===== src/rtl/abs_neg_serial.sv =====
// abs_neg_serial: chunk-serial two's-complement pass / abs / negate / -|a| unit.
// The operand is consumed CHUNK bits per clock, LSB chunk first, with the
// ripple carry held in a flop between chunks. Valid/ready on both sides.
// Optional feature: define ABS_NEG_SAT_EN to saturate overflowing results to
// the maximum positive value; otherwise they wrap to the most negative value.
module abs_neg_serial #(
    parameter int WIDTH = 8,
    parameter int CHUNK = 4
) (
    input  logic             clk,
    input  logic             rst_n,
    input  logic             in_valid,
    output logic             in_ready,
    input  logic [WIDTH-1:0] in_data,
    input  logic [1:0]       in_mode,
    output logic             out_valid,
    input  logic             out_ready,
    output logic [WIDTH-1:0] out_data,
    output logic             out_ovf,
    output logic             out_sign,
    output logic             busy
);

    localparam int NCHUNK = WIDTH / CHUNK;
    localparam int CNT_W  = (NCHUNK > 1) ? $clog2(NCHUNK) : 1;

    localparam logic [CNT_W-1:0] LAST_CNT = CNT_W'(NCHUNK - 1);
    localparam logic [WIDTH-1:0] MOST_NEG = {1'b1, {(WIDTH-1){1'b0}}};
`ifdef ABS_NEG_SAT_EN
    localparam logic [WIDTH-1:0] MAX_POS  = {1'b0, {(WIDTH-1){1'b1}}};
`endif

    typedef enum logic [1:0] {
        ST_IDLE,
        ST_CALC,
        ST_DONE
    } state_t;

    typedef enum logic [1:0] {
        MODE_PASS = 2'b00,
        MODE_ABS  = 2'b01,
        MODE_NEG  = 2'b10,
        MODE_NMAG = 2'b11
    } mode_t;

    state_t           state_q, state_d;
    logic [WIDTH-1:0] op_q,    op_d;     // operand, shifted right one chunk per CALC cycle
    logic [WIDTH-1:0] res_q,   res_d;    // result, filled from the top one chunk per CALC cycle
    logic [CNT_W-1:0] cnt_q,   cnt_d;
    logic             inv_q,   inv_d;
    logic             carry_q, carry_d;
    logic             ovf_q,   ovf_d;
    logic             sign_q,  sign_d;

    logic             in_sign;
    logic             in_inv;
    logic             in_ovf;
    logic [CHUNK-1:0] chunk_in;
    logic [CHUNK:0]   chunk_sum;

    // Acceptance-time decode: invert decision and overflow flag from mode and sign.
    always_comb begin
        in_sign = in_data[WIDTH-1];
        in_inv  = 1'b0;
        in_ovf  = 1'b0;
        case (mode_t'(in_mode))
            MODE_PASS: in_inv = 1'b0;
            MODE_ABS: begin
                in_inv = in_sign;
                in_ovf = (in_data == MOST_NEG);
            end
            MODE_NEG: begin
                in_inv = 1'b1;
                in_ovf = (in_data == MOST_NEG);
            end
            MODE_NMAG: in_inv = ~in_sign;
            default:   in_inv = 1'b0;
        endcase
    end

    // Next-state and datapath: one chunk of (inv ? ~op : op) + carry per CALC cycle.
    always_comb begin
        // NOTE: every variable gets a default before the case so no path leaves
        // it unassigned, which would otherwise infer a latch.
        state_d   = state_q;
        op_d      = op_q;
        res_d     = res_q;
        cnt_d     = cnt_q;
        inv_d     = inv_q;
        carry_d   = carry_q;
        ovf_d     = ovf_q;
        sign_d    = sign_q;
        chunk_in  = op_q[CHUNK-1:0] ^ {CHUNK{inv_q}};
        chunk_sum = (CHUNK+1)'(chunk_in) + (CHUNK+1)'(carry_q);

        case (state_q)
            ST_IDLE: begin
                if (in_valid) begin
                    op_d    = in_data;
                    inv_d   = in_inv;
                    carry_d = in_inv;
                    ovf_d   = in_ovf;
                    sign_d  = in_sign;
                    cnt_d   = '0;
                    state_d = ST_CALC;
                end
            end
            ST_CALC: begin
                res_d   = (res_q >> CHUNK) | (WIDTH'(chunk_sum[CHUNK-1:0]) << (WIDTH - CHUNK));
                op_d    = op_q >> CHUNK;
                carry_d = chunk_sum[CHUNK];
                cnt_d   = cnt_q + CNT_W'(1);
                if (cnt_q == LAST_CNT) begin
                    // Final carry-out is meaningless (zero negation wraps); it is dropped.
                    state_d = ST_DONE;
`ifdef ABS_NEG_SAT_EN
                    if (ovf_q) begin
                        res_d = MAX_POS;
                    end
`endif
                end
            end
            ST_DONE: begin
                if (out_ready) begin
                    state_d = ST_IDLE;
                end
            end
            default: state_d = ST_IDLE;
        endcase
    end

    // State and datapath registers; reset discards any operation in flight.
    always_ff @(posedge clk or negedge rst_n) begin
        // NOTE: sequential state uses non-blocking assignments so every flop
        // samples the pre-edge values regardless of statement order.
        if (!rst_n) begin
            state_q <= ST_IDLE;
            op_q    <= '0;
            res_q   <= '0;
            cnt_q   <= '0;
            inv_q   <= 1'b0;
            carry_q <= 1'b0;
            ovf_q   <= 1'b0;
            sign_q  <= 1'b0;
        end else begin
            state_q <= state_d;
            op_q    <= op_d;
            res_q   <= res_d;
            cnt_q   <= cnt_d;
            inv_q   <= inv_d;
            carry_q <= carry_d;
            ovf_q   <= ovf_d;
            sign_q  <= sign_d;
        end
    end

    assign in_ready  = (state_q == ST_IDLE);
    assign out_valid = (state_q == ST_DONE);
    assign busy      = (state_q != ST_IDLE);
    assign out_data  = res_q;
    assign out_ovf   = ovf_q;
    assign out_sign  = sign_q;

endmodule


===== config.mk =====
export PLATFORM = sky130hd
export DESIGN_NAME = abs_neg_serial
export DESIGN_NICKNAME = d
export VERILOG_FILES = /design/src/rtl/abs_neg_serial.sv
export SDC_FILE = /design/constraint.sdc
export NUM_CORES = 1
export LEC_CHECK = 0
export ABC_AREA = 1
export CORE_ASPECT_RATIO = 0.75
export CORE_MARGIN = 2
export CORE_UTILIZATION = 45
export CTS_BUF_LIST = sky130_fd_sc_hd__clkbuf_8
export DETAILED_ROUTE_END_ITERATION = 10
export PLACE_DENSITY = 0.75
export SETUP_SLACK_MARGIN = 0.05
export SYNTH_ARGS = -nofsm -noshare
export SYNTH_HDL_FRONTEND = slang
export SYNTH_SLANG_ARGS = --single-unit

===== constraint.sdc =====
create_clock -name clk -period 1.29 [get_ports clk]
set_input_delay 0.1935 -clock clk [delete_from_list [all_inputs] [get_ports clk]]
set_output_delay 0.1935 -clock clk [all_outputs]
set_load 0.01 [all_outputs]

# Yosys cells after proc, flatten, opt, wreduce, memory -nomap -nowiden
# Cells that the tools add are included.
# classes
add_sub_neg	2
n_eq_ne	9
n_mux	12
bitwise	3
n_reduce_logical	8
# ops
operator	n
8-bit case mux with 2 select lines	1
8-bit == test (second input constant)	1
8-bit 2-to-1 mux	1
4-bit by 8-bit bitwise OR with 8-bit output	1
2-bit == test (second input constant)	3
2-bit 2-to-1 mux	3
2-bit case mux with 3 select lines	1
4-bit by 1-bit adder with 5-bit output	1
2-bit by 1-bit == test with 1-bit output (second input constant)	2
2-bit zero test	2
2-bit inequality test (second input constant)	2
1-bit case mux with 2 select lines	2
1-bit case mux with 4 select lines	1
2-bit AND reduction	2
2-bit nonzero test	2
4-bit bitwise XOR	1
1-bit 2-to-1 mux	3
3-bit AND reduction	1
2-bit by 1-bit inequality test with 1-bit output (second input constant)	1
2-bit OR reduction	1
1-bit adder (second input constant)	1
1-bit NOT	1
# totals
regBits	23
out_inout_bits	13
wordCells	42

# Depth between registers and ports, before layout
# depth
ltp_word	4
depth_mapped	8

# Worst setup path before layout
# Ideal clock, no wire load.
# synth_path
path_type	register to register
start	register inv_q
end	register res_q[6], in the netlist out_data[6]
setup_time_ps	128
arrival_time_ps	1168
t_required_ps	1162
setup_slack_ps	-7
path_stages_with_launch	6
path_buffers	0
period_less_slack_ps	1297
cell_sequence	dfrtp_1 xor2_1 ha_1 ha_1 a21oi_1 o22ai_2
# synth_between
elab_chain_cells	3
# synth_lines
item	line	rtl
start, declared	50	logic inv_q, inv_d;
start signal, assigned	150	inv_q <= inv_d;
4-bit bitwise XOR	93	chunk_in = op_q[CHUNK-1:0] ^ {CHUNK{inv_q}};
4-bit by 1-bit adder with 5-bit output	94	chunk_sum = (CHUNK+1)'(chunk_in) + (CHUNK+1)'(carry_q);
4-bit by 8-bit bitwise OR with 8-bit output	109	res_d = (res_q >> CHUNK) | (WIDTH'(chunk_sum[CHUNK-1:0]) << (WIDTH - CHUNK));
end signal, assigned	148	res_q <= res_d;
end, declared	48	logic [WIDTH-1:0] res_q, res_d;
# No other way between the ends.
# A chain may end at the register's enable or synchronous reset.

# Worst setup path after layout
# layout_path
start	register inv_q
end	register carry_q
# layout_between
elab_chain_cells	3
# layout_lines
item	line	rtl
4-bit bitwise XOR	93	
4-bit by 1-bit adder with 5-bit output	94	
1-bit case mux with 2 select lines	96	case (state_q)
end signal, assigned	151	carry_q <= carry_d;
end, declared	51	logic carry_q, carry_d;
# No other way between the ends.

==> out/metrics.cfg <==
[grt]
grt_max_degree=24
overflow=0
track_usage=0.2012
grt_pass1_vias=1086
antenna_found_initial=0
grt_pass1_wl_mm=4.816

[sta]
finalCritPeriodShare=1.026
skew_ns=0.002125
final_hold_viol_count=0
worstMarginPinSlew_ns=0.2966
layout_setup_ws_ns=-0.03375
finalSetupTns_ns=-0.05616
setup_viol=2
rsz0062_at_grt=yes
relSlewSlack=0.8023
timing.fmax_ghz=0.7554
drv_slew=0
finalCriticalPeriod_ns=1.324

[route]
avgRoutedWirePerCell_um=13.38
drt_iter0_drc=39
drc=0
wirelength_mm=2.970
num_vias=1084
ant_nets=0
drtPass1Iterations=4
viasPerCell=4.883

[cells_and_area]
num-fill-cells=203
syn2layout_area_growth_pct=48.24
fin_area_mm2=0.001842
diodes=0
final_util=0.7023
finalNetCount=207
layout-drive-gt1-share=0.3333

[cts]
cts_buffers=3
clock_path_buffers=2
cts_tree=yes
cts_sinks=23
ctsRootBufferMaster=clkbuf_8
cts_htree_levels=1
clk-insertion-delay-late_ns=0.28
clk_pin_slew_ns=0.08

[placed_design]
dp_worst_setup_slack_ns=-0.1725
dp_hpwl_mm=2.018
io_buffers=26
gp_congestion=0.8335
postPlaceCellArea_mm2=0.001604

[pwr]
power_density_mw_per_mm2=2599
swShare=0.4307
vdd_drop_max_mv=1.092
comb_power_share=0.642
p_int_mw=2.725
pwr-share-seq=0.261
power.clock.fraction=0.097
power_mw=4.787
p_switching_mw=2.062
p_leak_nw=0.9324

[setup_path]
cp_data_arrival_time_ns=1.49
cp_max_fo=4
cp-end-kind=register
start_kind=register
reg2reg_slack_ns=-0.03
required_ns=1.46
path_class=reg -> reg

[yosys]
postSynth.asyncResetShare=1.000
synth_edf_count=0
syn_area_per_cell_um2=8.938
synth_nets=159
ys_warn_count=0
synth.distinct_cells=24
synthCells=139
ys_ff_latch=23
synth_ff_type=dfrtp_1
netlist_area_mm2=0.001242
yosysSeqAreaShare=0.4632

[floorplanning]
die_w_um=64.68
die_y_um=49.51
placementRows=16
die_area_mm2=0.003202
num_io_pins=27
core_area_mm2=0.002623
start_util=0.4738

[status]
violations=setup timing
status=finished, violations left

[min_path]
hold_path.class=in -> async

[job]
max_cap_viol_count=0

-- kinds of logic (layout without fill, tap and decap cells) --
logic type	after synthesis	in the layout	synth area share
compound gates	24	24	0.1501
flops	23	23	0.4632
simple gates	58	58	0.2105
xor+xnor	1	1	0.007051
buf+inv	27	74	0.1088
fa+ha+maj	6	6	0.06042
-- worst max-delay path, stage by stage, from the launching register on --
cell	delay [ns]
dfrtp_1	0.44
xor2_1	0.17
ha_2	0.21
ha_4	0.16
nand3_2	0.07
inv_1	0.04
nand2_1	0.06
nand3_1	0.06
-- metal layers --
metal	wire, µm	up-vias	track usage
met3	159	5	0.06164
li1	-	530	-
met5	0	-	0
met2	1525	30	0.3542
met4	46	0	0.07447
met1	1239	519	0.2308
-- worst paths after layout --
path,end,cells past startpoint,start
setup / recovery,carry_q,7,inv_q
hold / removal,state_q[1],2,rst_n
setup reg to reg,carry_q,7,inv_q
hold reg to reg,out_data[1],2,out_data[1]
max in group asynchronous,op_q[7],2,rst_n
min in group clk,state_q[1],2,out_ready
-- synthesized netlist by cell type, types with 3 or more instances --
library cell	count	area, µm²
inv_2	3	11.26
nand2_1	38	142.6
o21ai_1	4	20.02
o21ai_0	5	25.02
o21ai_2	7	61.31
nand3_1	4	20.02
ha_1	6	75.07
o211ai_2	3	37.54
nor2_1	8	30.03
inv_1	20	75.07
dfrtp_1	23	575.6
-- registers in the layout, summed over array words and instances (netlist names) --
register	cells
inv_q	1
state_q	2
out_sign	1
cnt_q	1
carry_q	1
out_data	8
op_q	8
out_ovf	1
-- through the flow --
step	cells	hold WS, ns
2_1_floorplan	139	-0.1021
3_3_place_gp	208	0.4647
3_5_place_dp	208	0.4722
4_1_cts	217	0.2812
5_1_grt	222	0.2890
6_report	222	0.2710
-- area by class of cell --
class                   instances  area [µm²]  share of cell area
clock buffers                   3       41.29             0.02242
repair inverters                1       8.758            0.004755
multi-input cells              89       634.4              0.3444
well taps                      36       45.04             0.02446
flip-flops and latches         23       575.6              0.3125
clock inverters                 1       5.005            0.002717
repair buffers                 45       429.2              0.2330
inverters                      24       102.6             0.05571
-- placed cells by master, fill, tap and decap left out, types with 2 or more instances in the layout --
cell type | synthesis | final
nand2_1 | 38 | 34
dfrtp_1 | 23 | 23
inv_1 | 20 | 18
clkdlybuf4s50_1 | 0 | 12
buf_4 | 0 | 11
dlygate4sd2_1 | 0 | 10
buf_6 | 2 | 9
o21ai_2 | 7 | 8
nor2_1 | 8 | 6
inv_2 | 3 | 5
o21ai_0 | 5 | 5
ha_1 | 6 | 4
nand2_8 | 0 | 3
nand2_4 | 2 | 3
o21ai_1 | 4 | 3
nand3_1 | 4 | 3
clkbuf_8 | 0 | 3
nor2_4 | 2 | 2
o211ai_2 | 3 | 2
o22ai_2 | 2 | 2
nor2_2 | 0 | 2
-- power by group through the flow --
stage | clock, mW | sequential [mW] | combinational [mW]
after floorplan | 0 | 1.31 | 1.54
after global placement | 0 | 1.25 | 2.27
after detailed placement | 0 | 1.27 | 2.34
after CTS | 0.471 | 1.25 | 2.65
after global routing | 0.509 | 1.29 | 3.37
final | 0.464 | 1.25 | 3.07
-- timing repair --
| action | CTS | global route |
|---|---|---|
| setup endpoints to repair | 23 | 17 |
| cloned | 0 | 1 |
| hold buffers | 0 | 0 |
| resized for setup | 33 | 24 |
| pin swaps | 4 | 4 |
| buffers inserted | 6 | 4 |
(Power assumes the default switching activity.)
